[config.mk]
export PLATFORM = sky130hd
export DESIGN_NAME = seq_shift_unit
export DESIGN_NICKNAME = d
export VERILOG_FILES = /design/src/rtl/shift_pkg.sv /design/src/rtl/shift_step.sv /design/src/rtl/seq_shift_unit.sv
export SDC_FILE = /design/constraint.sdc
export NUM_CORES = 1
export LEC_CHECK = 0
export ABC_AREA = 0
export CAP_MARGIN = 20
export CORE_MARGIN = 4
export CORE_UTILIZATION = 48
export DETAILED_ROUTE_END_ITERATION = 10
export PLACE_DENSITY = 0.78
export SLEW_MARGIN = 20
export SYNTH_ARGS = -nofsm -noshare
export SYNTH_HDL_FRONTEND = slang
export SYNTH_HIERARCHICAL = 1
export SYNTH_SLANG_ARGS = --single-unit
[constraint.sdc]
create_clock -name clk -period 2.08 [get_ports clk]
set_clock_uncertainty 0.15 [all_clocks]
set_input_delay 0.312 -clock clk [delete_from_list [all_inputs] [get_ports clk]]
set_output_delay 0.312 -clock clk [all_outputs]
set_load 0.01 [all_outputs]
[src/rtl/shift_pkg.sv]
// ============================================================================
// Module   : shift_pkg
// Brief    : Mode constants and FSM state encodings for seq_shift_unit.
// Revision : 1.0
// ============================================================================
`default_nettype none

package shift_pkg;

    localparam logic [1:0] MODE_LOGICAL = 2'b00;
    localparam logic [1:0] MODE_ARITH   = 2'b01;
    localparam logic [1:0] MODE_ROTATE  = 2'b10;

    typedef enum logic [1:0] {
        ST_IDLE  = 2'd0,
        ST_SHIFT = 2'd1,
        ST_DONE  = 2'd2
    } state_t;

endpackage

`default_nettype wire

[src/rtl/shift_step.sv]
// ============================================================================
// Module   : shift_step
// Brief    : Combinational single-bit shift/rotate step; reports the bit that
//            leaves the word. Mode 11 falls through to logical behaviour.
// Revision : 1.0
// ============================================================================
`default_nettype none

module shift_step
    import shift_pkg::*;
#(
    parameter int WIDTH = 6
) (
    input  logic [WIDTH-1:0] i_value,
    input  logic             i_to_right,
    input  logic [1:0]       i_mode,
    output logic [WIDTH-1:0] o_next,
    output logic             o_out_bit
);

    logic w_fill;

    always_comb begin
        w_fill    = 1'b0;
        o_next    = i_value;
        o_out_bit = 1'b0;
        if (i_to_right) begin
            o_out_bit = i_value[0];
            if (i_mode == MODE_ARITH) begin
                w_fill = i_value[WIDTH-1];
            end else if (i_mode == MODE_ROTATE) begin
                w_fill = i_value[0];
            end
            o_next = {w_fill, i_value[WIDTH-1:1]};
        end else begin
            o_out_bit = i_value[WIDTH-1];
            if (i_mode == MODE_ROTATE) begin
                w_fill = i_value[WIDTH-1];
            end
            o_next = {i_value[WIDTH-2:0], w_fill};
        end
    end

endmodule

`default_nettype wire

[src/rtl/seq_shift_unit.sv]
// ============================================================================
// Module   : seq_shift_unit
// Brief    : Sequential shifter, one bit per cycle. Optional sticky "lost"
//            output enabled by macro SEQ_SHIFT_LOST_EN.
// Revision : 1.0
// ============================================================================
`default_nettype none

module seq_shift_unit
    import shift_pkg::*;
#(
    parameter int WIDTH   = 6,
    parameter int SHAMT_W = 3
) (
    input  logic               clk,
    input  logic               rst_n,
    input  logic               start,
    input  logic               to_right,
    input  logic [1:0]         mode,
    input  logic [WIDTH-1:0]   operand,
    input  logic [SHAMT_W-1:0] shamt,
    output logic               busy,
    output logic               done,
`ifdef SEQ_SHIFT_LOST_EN
    output logic               lost,
`endif
    output logic [WIDTH-1:0]   result
);

    state_t             r_state;
    logic [SHAMT_W-1:0] r_cnt;
    logic [WIDTH-1:0]   r_val;
    logic               r_dir;
    logic [1:0]         r_mode;
    logic [WIDTH-1:0]   w_next;
    logic               w_out_bit;

    shift_step #(
        .WIDTH (WIDTH)
    ) u_step (
        .i_value    (r_val),
        .i_to_right (r_dir),
        .i_mode     (r_mode),
        .o_next     (w_next),
        .o_out_bit  (w_out_bit)
    );

`ifndef SEQ_SHIFT_LOST_EN
    logic w_unused_out_bit;
    assign w_unused_out_bit = w_out_bit;
`endif

    // Working value lives in r_val; result is only written on entry to DONE.
    always_ff @(posedge clk) begin
        if (!rst_n) begin
            r_state <= ST_IDLE;
            r_cnt   <= '0;
            r_val   <= '0;
            r_dir   <= 1'b0;
            r_mode  <= MODE_LOGICAL;
            busy    <= 1'b0;
            done    <= 1'b0;
            result  <= '0;
`ifdef SEQ_SHIFT_LOST_EN
            lost    <= 1'b0;
`endif
        end else begin
            done <= 1'b0;
            case (r_state)
                ST_IDLE: begin
                    if (start) begin
                        r_state <= ST_SHIFT;
                        r_cnt   <= shamt;
                        r_val   <= operand;
                        r_dir   <= to_right;
                        r_mode  <= mode;
                        busy    <= 1'b1;
`ifdef SEQ_SHIFT_LOST_EN
                        lost    <= 1'b0;
`endif
                    end
                end
                ST_SHIFT: begin
                    if (r_cnt != '0) begin
                        r_val <= w_next;
                        r_cnt <= r_cnt - 1'b1;
`ifdef SEQ_SHIFT_LOST_EN
                        if (w_out_bit && (r_mode != MODE_ROTATE)) begin
                            lost <= 1'b1;
                        end
`endif
                    end else begin
                        r_state <= ST_DONE;
                        done    <= 1'b1;
                        result  <= r_val;
                    end
                end
                ST_DONE: begin
                    r_state <= ST_IDLE;
                    busy    <= 1'b0;
                end
                default: begin
                    r_state <= ST_IDLE;
                    busy    <= 1'b0;
                end
            endcase
        end
    end

endmodule

`default_nettype wire

# Yosys cells after proc, flatten, opt, wreduce, memory -nomap -nowiden
# Cells that the tools add are included.
[word_totals] reg_bits=22 inputBits=15 output_inout_bits=8 wordCells=45
[classes] add_sub_neg=1 eq_ne=7 n_mux=16 bitwise=2 reduce_logical=10
[ops] operator="6-bit two-way mux" n=3
[ops] operator="6-bit one-hot mux with 2 select lines" n=1
[ops] operator="2-bit AND reduction" n=5
[ops] operator="3-bit two-way mux" n=2
[ops] operator="2-bit != test, second input constant" n=3
[ops] operator="3-bit one-hot mux with 2 select lines" n=1
[ops] operator="1-bit two-way mux" n=5
[ops] operator="2-bit by 1-bit equality test with 1-bit output, second input constant" n=2
[ops] operator="2-bit two-way mux" n=2
[ops] operator="2-bit one-hot mux with 2 select lines" n=1
[ops] operator="4-bit AND reduction" n=1
[ops] operator="3-bit != test, second input constant" n=1
[ops] operator="3-bit AND reduction" n=1
[ops] operator="3-bit nonzero test" n=1
[ops] operator="3-bit by 1-bit subtractor with 3-bit output, second input constant" n=1
[ops] operator="2-bit equality test, second input constant" n=1
[ops] operator="2-bit zero test" n=1
[ops] operator="1-bit inverter" n=2
[ops] operator="1-bit one-hot mux with 2 select lines" n=1
[ops] operator="2-bit nonzero test" n=1

# Depth between registers and ports, before layout
[depth] word_depth=6 ltp_mapped=7

# By module
# Netlist, hierarchy kept.
[by_module_without_submodules] module="seq_shift_unit" n_inst=1 cells_per_inst=96 area_per_inst_um2=917.1
[by_module_without_submodules] module="shift_step" n_inst=1 cells_per_inst=13 area_per_inst_um2=127.6

# Worst setup path before layout
# Ideal clock, no wire load.
[synth_path] path_type="reg-to-reg" startpoint="reg r_cnt[0]" endpoint="reg r_cnt[1]" setup_time_ns=0.134 arrival_time_ns=1.332 setup_slack_ns=0.463 path_stages_with_launch=6 path_buffers=0 cell_sequence="dfxtp_1 > inv_1 > ha_1 > ha_1 > a211oi_2 > o32ai_1"
[synth_between] elab_chain_len=3
[synth_lines] element="from (decl)" line="seq_shift_unit.sv:31" source="logic [SHAMT_W-1:0] r_cnt;"
[synth_lines] element="from (signal assigned)" line="seq_shift_unit.sv:73" source="r_cnt <= shamt;"
[synth_lines] element="from (signal assigned)" line="seq_shift_unit.sv:86" source="r_cnt <= r_cnt - 1'b1;"
[synth_lines] element="3-bit by 1-bit subtractor with 3-bit output / 3-bit nonzero test (equally long branches)" line="seq_shift_unit.sv:86, seq_shift_unit.sv:84"
[synth_lines] element="3-bit two-way mux / 2-bit != test (equally long branches)"
[synth_lines] element="3-bit one-hot mux with 2 select lines / 3-bit AND reduction (equally long branches)"
# Parallel ways exist; a longest one is shown, timed or not. The select of a mux whose other input is x is not followed.
# A chain may end at the register's enable or synchronous reset.

# Worst setup path after layout
[layout_path] startpoint="reg r_cnt[0]" endpoint="reg r_cnt[2]"
# The elaborated chain is that of the path after synthesis.

==> run summary <==
CELLS AND AREA
------------------------------------------------------------------------------------------------------
Growth of design area from synthesis to finish                                                   29.3%
Final layout net count                                                                             151
Final core area utilization                                                                      0.665
Final standard cell area without fillers                                                      1330 µm²
Fraction of layout instances using a drive strength above 1                                     0.0977
Antenna diodes                                                                                       0

PLACEMENT
------------------------------------------------------------------------------------------------------
Cell Area, Placed                                                                             1280 µm²
Port Buffer Count                                                                                   22
Routability congestion estimate                                                                  0.796
Dpl ws                                                                                        0.158 ns
DP HPWL                                                                                        1590 µm

WORST SETUP PATH
------------------------------------------------------------------------------------------------------
CP arrival                                                                                     1.95 ns
CP Class                                                                                       reg2reg
Kind of end point of the critical path                                                            flop
Worst path buffer plus inverter count                                                                1
Critical-path maximum fanout                                                                         7
Library cell appearing most often on the critical path                                    sky130_fd_sc_hd__ha_1
Cell type of the slowest stage on the worst timing path                                   sky130_fd_sc_hd__nor3b_2
Ordered cell list for the critical path                                                   inv_1 -> ha_1 -> ha_1 -> nor3b_2 -> a221oi_1 -> o21a_1
Cell family with the largest share of critical-path delay                                  adder cells
Startpoint class of the critical path                                                             flop
Data required time at the worst endpoint                                                       2.16 ns
Peak per-stage delay on the critical path                                                      0.44 ns

STA
------------------------------------------------------------------------------------------------------
Hold Vio Cnt, Final                                                                                  0
Final setup TNS                                                                                   0 ns
Max Clk Rate                                                                                   534 MHz
Final-report setup violation count                                                                   0
Unrepaired setup endpoints after global routing                                                  false
Final period utilization                                                                         0.900
Slew HR                                                                                          0.683
Minimum clock period after layout                                                              1.87 ns
Worst setup margin                                                                            0.208 ns
Fin. max-slew vios                                                                                   0
Worst hold margin                                                                             0.332 ns
Worst Max-Slew Pin Slew                                                                       0.473 ns

CLOCK TREE
------------------------------------------------------------------------------------------------------
Sink Count                                                                                          22
Clock transition at the register clock pins on the worst setup and hold paths after CTS        0.12 ns
Clock Latency Late Sink                                                                        0.32 ns
Maximum level of the CTS H-tree                                                                      1
Clock buffers created by TritonCTS                                                                   3
Total of cells resized after clock tree synthesis                                                    0
Count of hold-fix buffers inserted at cts                                                            0
Clock tree from TritonCTS                                                                          yes
CTS max path bufs                                                                                    2
Clock tree root buffer cell                                                               sky130_fd_sc_hd__clkbuf_4
Total setup buffers inserted after CTS                                                               0

ROUTING
------------------------------------------------------------------------------------------------------
Total DRC errors in the routed layout                                                                0
DRT iter0 DRCs                                                                                      19
Met2 WL post-DR                                                                                1140 µm
DR WL/cell                                                                                     14.2 µm
Uppermost layer routed                                                                            met4
Vias                                                                                               849
Met3 wirelength from detailed routing                                                           128 µm
Routed length on met1                                                                           964 µm
Total detailed-routing wirelength                                                              2280 µm
First-pass iteration count of the detailed router                                                    5
Number of nets still failing antenna checks after routing                                            0
Number of vias per cell                                                                           5.31

POWER
------------------------------------------------------------------------------------------------------
Worst voltage drop across the vdd grid                                                          591 µV
Pwr Density                                                                                 852 nW/µm²
Switching Share                                                                                  0.279
Combinational Power Share                                                                        0.246
Sequential share of power                                                                        0.457
Clock share of power                                                                             0.297
Net load switching power                                                                    0.000316 W
Leakage power summed over all cells                                                           0.569 nW
Internal Power                                                                              0.000818 W

GLOBAL ROUTING
------------------------------------------------------------------------------------------------------
Total congestion overflow after global routing                                                       0
Vias in the first global route                                                                     836
Total track usage                                                                                0.179
Global-route wire length before repair                                                         3690 µm
Pin count of the biggest net entering global routing                                                14
Antenna violations before repair                                                                     0

FLOORPLAN
------------------------------------------------------------------------------------------------------
Core box area                                                                                 2000 µm²
Die Span Y                                                                                     54.3 µm
Die width                                                                                      54.3 µm
Effective utilization at floorplan                                                               0.514
I/O pin cnt                                                                                         23
Placement Rows                                                                                      16
Die Footprint                                                                                 2950 µm²

SYNTHESIS
------------------------------------------------------------------------------------------------------
Yosys synthesis warning count                                                                        6
Cell count after synthesis                                                                         108
Cell area after technology mapping                                                            1030 µm²
Average footprint of a synthesized cell                                                       9.53 µm²
Syn_nets                                                                                           125

JOB
------------------------------------------------------------------------------------------------------
Total of max-cap violations                                                                          0

STATUS
------------------------------------------------------------------------------------------------------
Outcome                                                                                   finished, final reports clean

HOLD PATH
------------------------------------------------------------------------------------------------------
Class of the worst hold path                                                                   reg2reg

-- per-stage QoR --
stage          total power [W]  cells
4_1_cts                0.00114    160
5_1_grt                0.00119    160
3_5_place_dp          0.000800    156
2_1_floorplan         0.000704    108
6_report               0.00113    160
3_3_place_gp          0.000793    156
-- registers in the layout, summed over array words and instances (netlist names) --
| register | cells |
|---|---|
| r_mode | 2 |
| busy | 1 |
| result | 6 |
| done | 1 |
| r_cnt | 3 |
| r_dir | 1 |
| r_state | 2 |
| r_val | 6 |
-- worst register-to-register path: cells and delay by family, from the launching register on --
| kind | cells | cell delay, ns |
|---|---|---|
| compound gates | 2 | 0.31 |
| buf+inv | 1 | 0.06 |
| simple gates | 1 | 0.44 |
| flops | 1 | 0.35 |
| fa+ha+maj | 2 | 0.47 |
-- power by group through the flow --
stage	clock network, W	logic (W)	registers (W)
final	0.000337	0.000279	0.000519
after global routing	0.000361	0.000308	0.000526
after CTS	0.000343	0.000279	0.000518
after detailed placement	0	0.000273	0.000527
after global placement	0	0.000268	0.000525
after floorplan	0	0.000189	0.000515
-- final cells by class --
type                       count  area [µm²]
clock buffer                   3        22.5
sequential                    22         440
tap                           27        33.8
inverter                      18        67.6
multi-input combinational     64         494
clock inverter                 1        30.0
timing repair buffer          25         243
fill                         167         671
-- layout by cell type, fill, tap and decap left out --
master and instances:
sky130_fd_sc_hd__bufinv_16 1, sky130_fd_sc_hd__clkbuf_4 3, sky130_fd_sc_hd__o2111a_1 1, sky130_fd_sc_hd__nor3b_1 3
sky130_fd_sc_hd__dfxtp_1 22, sky130_fd_sc_hd__o32ai_1 1, sky130_fd_sc_hd__o21a_1 7, sky130_fd_sc_hd__mux2i_1 9
sky130_fd_sc_hd__mux2_4 4, sky130_fd_sc_hd__nor2_1 14, sky130_fd_sc_hd__and2_1 1, sky130_fd_sc_hd__clkdlybuf4s50_1 22
sky130_fd_sc_hd__nand3b_1 4, sky130_fd_sc_hd__nand2b_1 2, sky130_fd_sc_hd__a211oi_2 1, sky130_fd_sc_hd__inv_1 17
sky130_fd_sc_hd__a21oi_1 2, sky130_fd_sc_hd__nor3b_2 1, sky130_fd_sc_hd__ha_1 2, sky130_fd_sc_hd__clkinv_1 1
sky130_fd_sc_hd__a31oi_1 2, sky130_fd_sc_hd__a221oi_1 7, sky130_fd_sc_hd__o21ai_0 2, sky130_fd_sc_hd__buf_4 3
sky130_fd_sc_hd__nand2_1 1
-- per-layer routing --
layer | GRT usage | vias up
met4 | 0.0996 | 0
met2 | 0.309 | 27
li1 | - | 420
met3 | 0.0381 | 4
met5 | 0 | -
met1 | 0.203 | 398
-- worst paths after layout --
kind                            startpoint       end  slack (ns)  depth (start not counted)
worst max-delay path              r_cnt[0]  r_cnt[2]        0.21                          6
worst max register to register    r_cnt[0]  r_cnt[2]        0.21                          6
worst min register to register    r_cnt[2]  r_cnt[2]        0.33                          1
worst min-delay path              r_cnt[2]  r_cnt[2]        0.33                          1
Note: power is estimated with default switching activity, not from simulation.
